File: src/rtl/adder_pkg.sv
// adder_pkg: shared constants and types for the ripple-carry adder stage
// of the shift-and-add multiplier datapath.
package adder_pkg;

    // Default operand width of the adder stage.
    localparam int ADDER_WIDTH = 4;

    // Carry-preserving sum: one bit wider than the operands.
    typedef logic [ADDER_WIDTH:0] sum_t;

endpackage : adder_pkg

File: src/rtl/adder_full_adder.sv
// full_adder: single-bit full-adder cell, the building block of the
// ripple-carry chain inside adder.
module full_adder (
    input  logic a,
    input  logic b,
    input  logic cin,
    output logic s,
    output logic cout
);

    // Sum is the three-way parity; carry is the majority of the inputs.
    always_comb begin
        s    = a ^ b ^ cin;
        cout = (a & b) | (a & cin) | (b & cin);
    end

endmodule : full_adder

File: src/rtl/adder.sv
// adder: unsigned WIDTH-bit ripple-carry adder with a WIDTH+1-bit,
// carry-preserving result.
//
// Build option ADDER_OUTPUT_REG_EN:
//   defined   - Soma/Valido are registered on the rising Clock edge
//               (synchronous active-high Reset, 1-cycle latency).
//   undefined - Soma/Valido are combinational (0 latency); Clock and
//               Reset are kept as ports but unused.
//
// Output semantics: Valido qualifies Soma. There is no ready/backpressure;
// a result is presented exactly while Valido is high, and the consumer must
// take it then (in the registered build Soma also holds its last value
// while Enable stays low).
module adder
    import adder_pkg::*;
#(
    parameter int WIDTH = ADDER_WIDTH
) (
    input  logic             Clock,
    input  logic             Reset,
    input  logic             Enable,
    input  logic [WIDTH-1:0] OperandoA,
    input  logic [WIDTH-1:0] OperandoB,
    output logic [WIDTH:0]   Soma,
    output logic             Valido
);

    // carry[i] is the carry into cell i; carry[WIDTH] is the final carry-out.
    logic [WIDTH:0]   carry;
    logic [WIDTH-1:0] sum_bits;
    logic [WIDTH:0]   sum_next;

    assign carry[0] = 1'b0;

    // Explicit ripple chain, one full-adder cell per operand bit, so the
    // arithmetic does not depend on the synthesis tool's '+' inference.
    for (genvar i = 0; i < WIDTH; i++) begin : g_chain
        full_adder u_fa (
            .a    (OperandoA[i]),
            .b    (OperandoB[i]),
            .cin  (carry[i]),
            .s    (sum_bits[i]),
            .cout (carry[i+1])
        );
    end

    assign sum_next = {carry[WIDTH], sum_bits};

`ifdef ADDER_OUTPUT_REG_EN

    // Output register: Reset wins over Enable; Soma holds when idle, so
    // operand changes (including X) while Enable is low never reach Soma.
    always_ff @(posedge Clock) begin
        if (Reset) begin
            Soma   <= '0;
            Valido <= 1'b0;
        end else if (Enable) begin
            Soma   <= sum_next;
            Valido <= 1'b1;
        end else begin
            Valido <= 1'b0;
        end
    end

`else

    // Combinational build: the chain drives the outputs directly.
    assign Soma   = sum_next;
    assign Valido = Enable;

    logic unused_clk_rst;
    assign unused_clk_rst = Clock ^ Reset;

`endif

endmodule : adder

File: config.mk
export PLATFORM = sky130hd
export DESIGN_NAME = adder
export DESIGN_NICKNAME = d
export VERILOG_FILES = /design/src/rtl/adder_pkg.sv /design/src/rtl/adder_full_adder.sv /design/src/rtl/adder.sv
export SDC_FILE = /design/constraint.sdc
export NUM_CORES = 1
export LEC_CHECK = 0
export CAP_MARGIN = 40
export CORE_AREA = 2 2 39 41
export DETAILED_ROUTE_END_ITERATION = 7
export DIE_AREA = 0 0 41 43
export PLACE_DENSITY = 0.41
export SLEW_MARGIN = 30
export SYNTH_ARGS = -nofsm -noshare
export SYNTH_HDL_FRONTEND = slang
export SYNTH_HIERARCHICAL = 1
export SYNTH_SLANG_ARGS = --single-unit
File: constraint.sdc
create_clock -name vclk -period 2.4
set_clock_uncertainty 0.1 [all_clocks]
set_input_delay 0.36 -clock vclk [all_inputs]
set_output_delay 0.36 -clock vclk [all_outputs]
set_load 0.01 [all_outputs]
Yosys cells after proc, flatten, opt, wreduce, memory -nomap -nowiden
Index checks and enable logic that the tools add are counted.
- memory bits (read-only): 0
- logic and storage cells: 23
- memory bits (writable): 0
- bits in latches: 0
- memories kept: 0
- output and inout bits: 6
- register bits after elaboration: 0
- input bits: 11
- add/subtract/negate cells: 0
- divide/modulo/power cells: 0
- order comparisons: 0
- bitwise logic cells: 23
- reduce and logical (&&, ||, !) cells: 0
- $mul: 0
- shift-type cells: 0
- equal/unequal tests: 0
- multiplexer cells: 0
- operators with widths (cell ; count):
    $and A1 B1 Y1 ; 10
    $xor A1 B1 Y1 ; 7
    $or A1 B1 Y1 ; 6

Depth between registers and ports, before layout
- word-level depth: 10
- mapped depth: 5

Cells and area by module
Netlist, hierarchy kept.
- by module, submodules not included (module ; area an instance (um^2) ; instances ; seq. area each (um^2) ; cells each):
    full_adder ; 20.0 ; 4 ; 0.0 ; 1
    adder ; 18.8 ; 1 ; 0.0 ; 3

Least setup slack after synthesis
No wires, ideal clock.
- kind: in2out
- start: input OperandoA[0]
- end: output Soma[3]
- path slack: -0.131 ns
- buffers on the path: 0
- arrival time: 2.071 ns
- stages on the path: 4
- path through: fa_1 fa_1 fa_1 fa_1
- longest elaborated chain between the ends: 8
- ends and longest elaborated chain (element ; line ; text):
    start, declared ; adder.sv:22 ; input logic [WIDTH-1:0] OperandoA,
    $and A1 B1 Y1 (*) ; adder_full_adder.sv:14 ; cout = (a & b) | (a & cin) | (b & cin);
    $and A1 B1 Y1 ; adder_full_adder.sv:14 ;
    $or A1 B1 Y1 ; adder_full_adder.sv:14 ;
    $or A1 B1 Y1 (*) ; adder_full_adder.sv:14 ;
    named net carry[2] ; adder.sv:29 ; logic [WIDTH:0] carry;
    $and A1 B1 Y1 ; adder_full_adder.sv:14 ;
    $or A1 B1 Y1 ; adder_full_adder.sv:14 ;
    $or A1 B1 Y1 (*) ; adder_full_adder.sv:14 ;
    named net carry[3] ; adder.sv:29 ;
    $xor A1 B1 Y1 (*) ; adder_full_adder.sv:13 ; s = a ^ b ^ cin;
    end, declared ; adder.sv:24 ; output logic [WIDTH:0] Soma,
Mark *: on every way through the listed nets, which the timed path passes. The rest lies on a longest branch.

Worst setup path in the final report
- start: input OperandoB[0]
- end: output Soma[3]
- longest elaborated chain between the ends: 8
- ends and longest elaborated chain (element ; line ; text):
    start, declared ; adder.sv:23 ; input logic [WIDTH-1:0] OperandoB,
    $and A1 B1 Y1 (*) ; adder_full_adder.sv:14 ;
    named net carry[1] ; adder.sv:29 ;
    $and A1 B1 Y1 ; adder_full_adder.sv:14 ;
    $or A1 B1 Y1 ; adder_full_adder.sv:14 ;
    $or A1 B1 Y1 (*) ; adder_full_adder.sv:14 ;
    named net carry[2] ; adder.sv:29 ;
    $and A1 B1 Y1 ; adder_full_adder.sv:14 ;
    $or A1 B1 Y1 ; adder_full_adder.sv:14 ;
    $or A1 B1 Y1 (*) ; adder_full_adder.sv:14 ;
    named net carry[3] ; adder.sv:29 ;
    $xor A1 B1 Y1 (*) ; adder_full_adder.sv:13 ;
Marks and branches as above.

==> qor.yml <==
core_area_um2: 1380
required_ns: 1.94
die_x_um: 41
antenna_found_initial: 0
cap_violations: 0
min_from: "Enable"
min_to: "Valido"
fin_tns_setup_ns: -0.285
synth_nets: 22
cpMostUsedCell: "fa_2"
drv_slew: 0
io_pins: 17
grt_pass1_vias: 88
yosys_warnings: 6
peakVddDrop_v: 0.0000729
cp_max_fo: 1
min_delay_path_depth: 0
path_cells: "buf_6, fa_2, fa_2, fa_2, fa_1, buf_6"
hold_slack_ns: 0.620
viasPerCell: 2.79
diodes: 0
wl_per_cell_um: 7.50
syn_avg_cell_area_um2: 14.1
hold_violations: 0
gr-total-overflow: 0
startpoint_type: "input pin"
drc_errors: 0
fmax_ghz: 0.384
ant_nets: 0
hp-class: "in2out"
placed_cells: 34
area_growth_pct: 129
pre_cts_slack_ns: -1.05
violations: "setup timing"
synth_cell_types: 3
drt_wl_total_um: 255
via_count: 95
path_buf_inv: 2
ys_seq_area_share_pct: 0
io_buffers: 13
fin_crit_sh_pct: 108
rows: 14
fin_area_um2: 226
timing_worst_setup_path_type: "in2out"
die-area_um2: 1760
nets: 35
cp_slowest_cell: "fa_1"
final_cells: 34
leakagePower_nw: 0.0879
rsz0062_at_grt: "yes"
synthDominantCellAreaShare_pct: 81.0
die_y_um: 43
grt_max_degree: 2
drt-initial-drc-count: 0
cts_setup_buffers: 0
seq_cell_count: 0
p_per_area_nw_per_um2: 267
synth_area_um2: 98.8
cp_top_family: "adder cells"
grt_pass1_wl_um: 338
gp_congestion: 0.501
ff_latch_area_um2: 0
grt_usage_pct: 2.51
initial_utilization_pct: 7.14
first_pass_iters: 1
cp.arrival_ns: 2.14
drive_gt1_share_pct: 44.4
setup_ws_ns: -0.201
ctsHoldBuffers: 0
slowest_delay_ns: 0.51
syn_inst: 7
status: "finished, violations left"
cp-end-kind: "output pin"
yosys.area.top_type: "fa_1"
fin_crit_ns: 2.60
synth_area_leaders: "fa_1 81%, buf_4 15%, conb_1 3.8%"
clock_buffers: 0
placed_area_um2: 241
final-setup-viol-count: 2
## routing by layer
layer	global-route usage (%)	vias up	wire [um]
li1	-	39	-
met1	3.23	41	83
met2	4.38	15	93
met3	0.524	0	78
met4	0	0	0
met5	0	-	0
## synth_stat cells, drive strengths merged
master / number
buf: 2
conb: 1
fa: 4
## logic make-up after synthesis
group,Yosys count,synth area share (%)
adder cells (fa/ha/maj),4,81.0
other,1,3.79
buffers and inverters,2,15.2
## through the flow
stage                     power [mW]  util (%)
after global placement        0.0654      17.5
after global routing          0.0673      16.4
final                         0.0604      16.4
after detailed placement      0.0675      17.5
after CTS                     0.0595      16.4
after floorplan               0.0295         -
## layout make-up
type               instances  area (um^2)
fillers                  154         1160
repair buffers            13          115
multi-input cells          5         91.3
well taps                 16         20.0
## layout by cell type, fill, tap and decap left out
master / n
buf_6: 2
buf_2: 3
dlygate4sd2_1: 2
clkdlybuf4s50_1: 6
fa_2: 3
conb_1: 1
fa_1: 1
## power by group
group | internal (mW) | total (mW) | switching (mW)
Combinational | 0.0363 | 0.0604 | 0.0242
Clock | 0 | 0 | 0
Sequential | 0 | 0 | 0
Total | 0.0363 | 0.0604 | 0.0242
## how the worst max path moves through the flow
stage                       startpoint      end  cells past startpoint
after global placement    OperandoA[0]  Soma[3]                      6
final                     OperandoB[0]  Soma[3]                      6
after global routing      OperandoB[0]  Soma[3]                      6
after CTS                 OperandoB[0]  Soma[3]                      6
after detailed placement  OperandoA[0]  Soma[3]                      6
after floorplan           OperandoA[0]  Soma[3]                      4
## repair_timing
action	4_1_cts	5_1_grt
gates resized for setup	22	2
hold endpoints to repair	0	0
pin swaps	4	0
setup endpoints to repair	4	3
No activity file was read; power rests on OpenSTA's default activity.
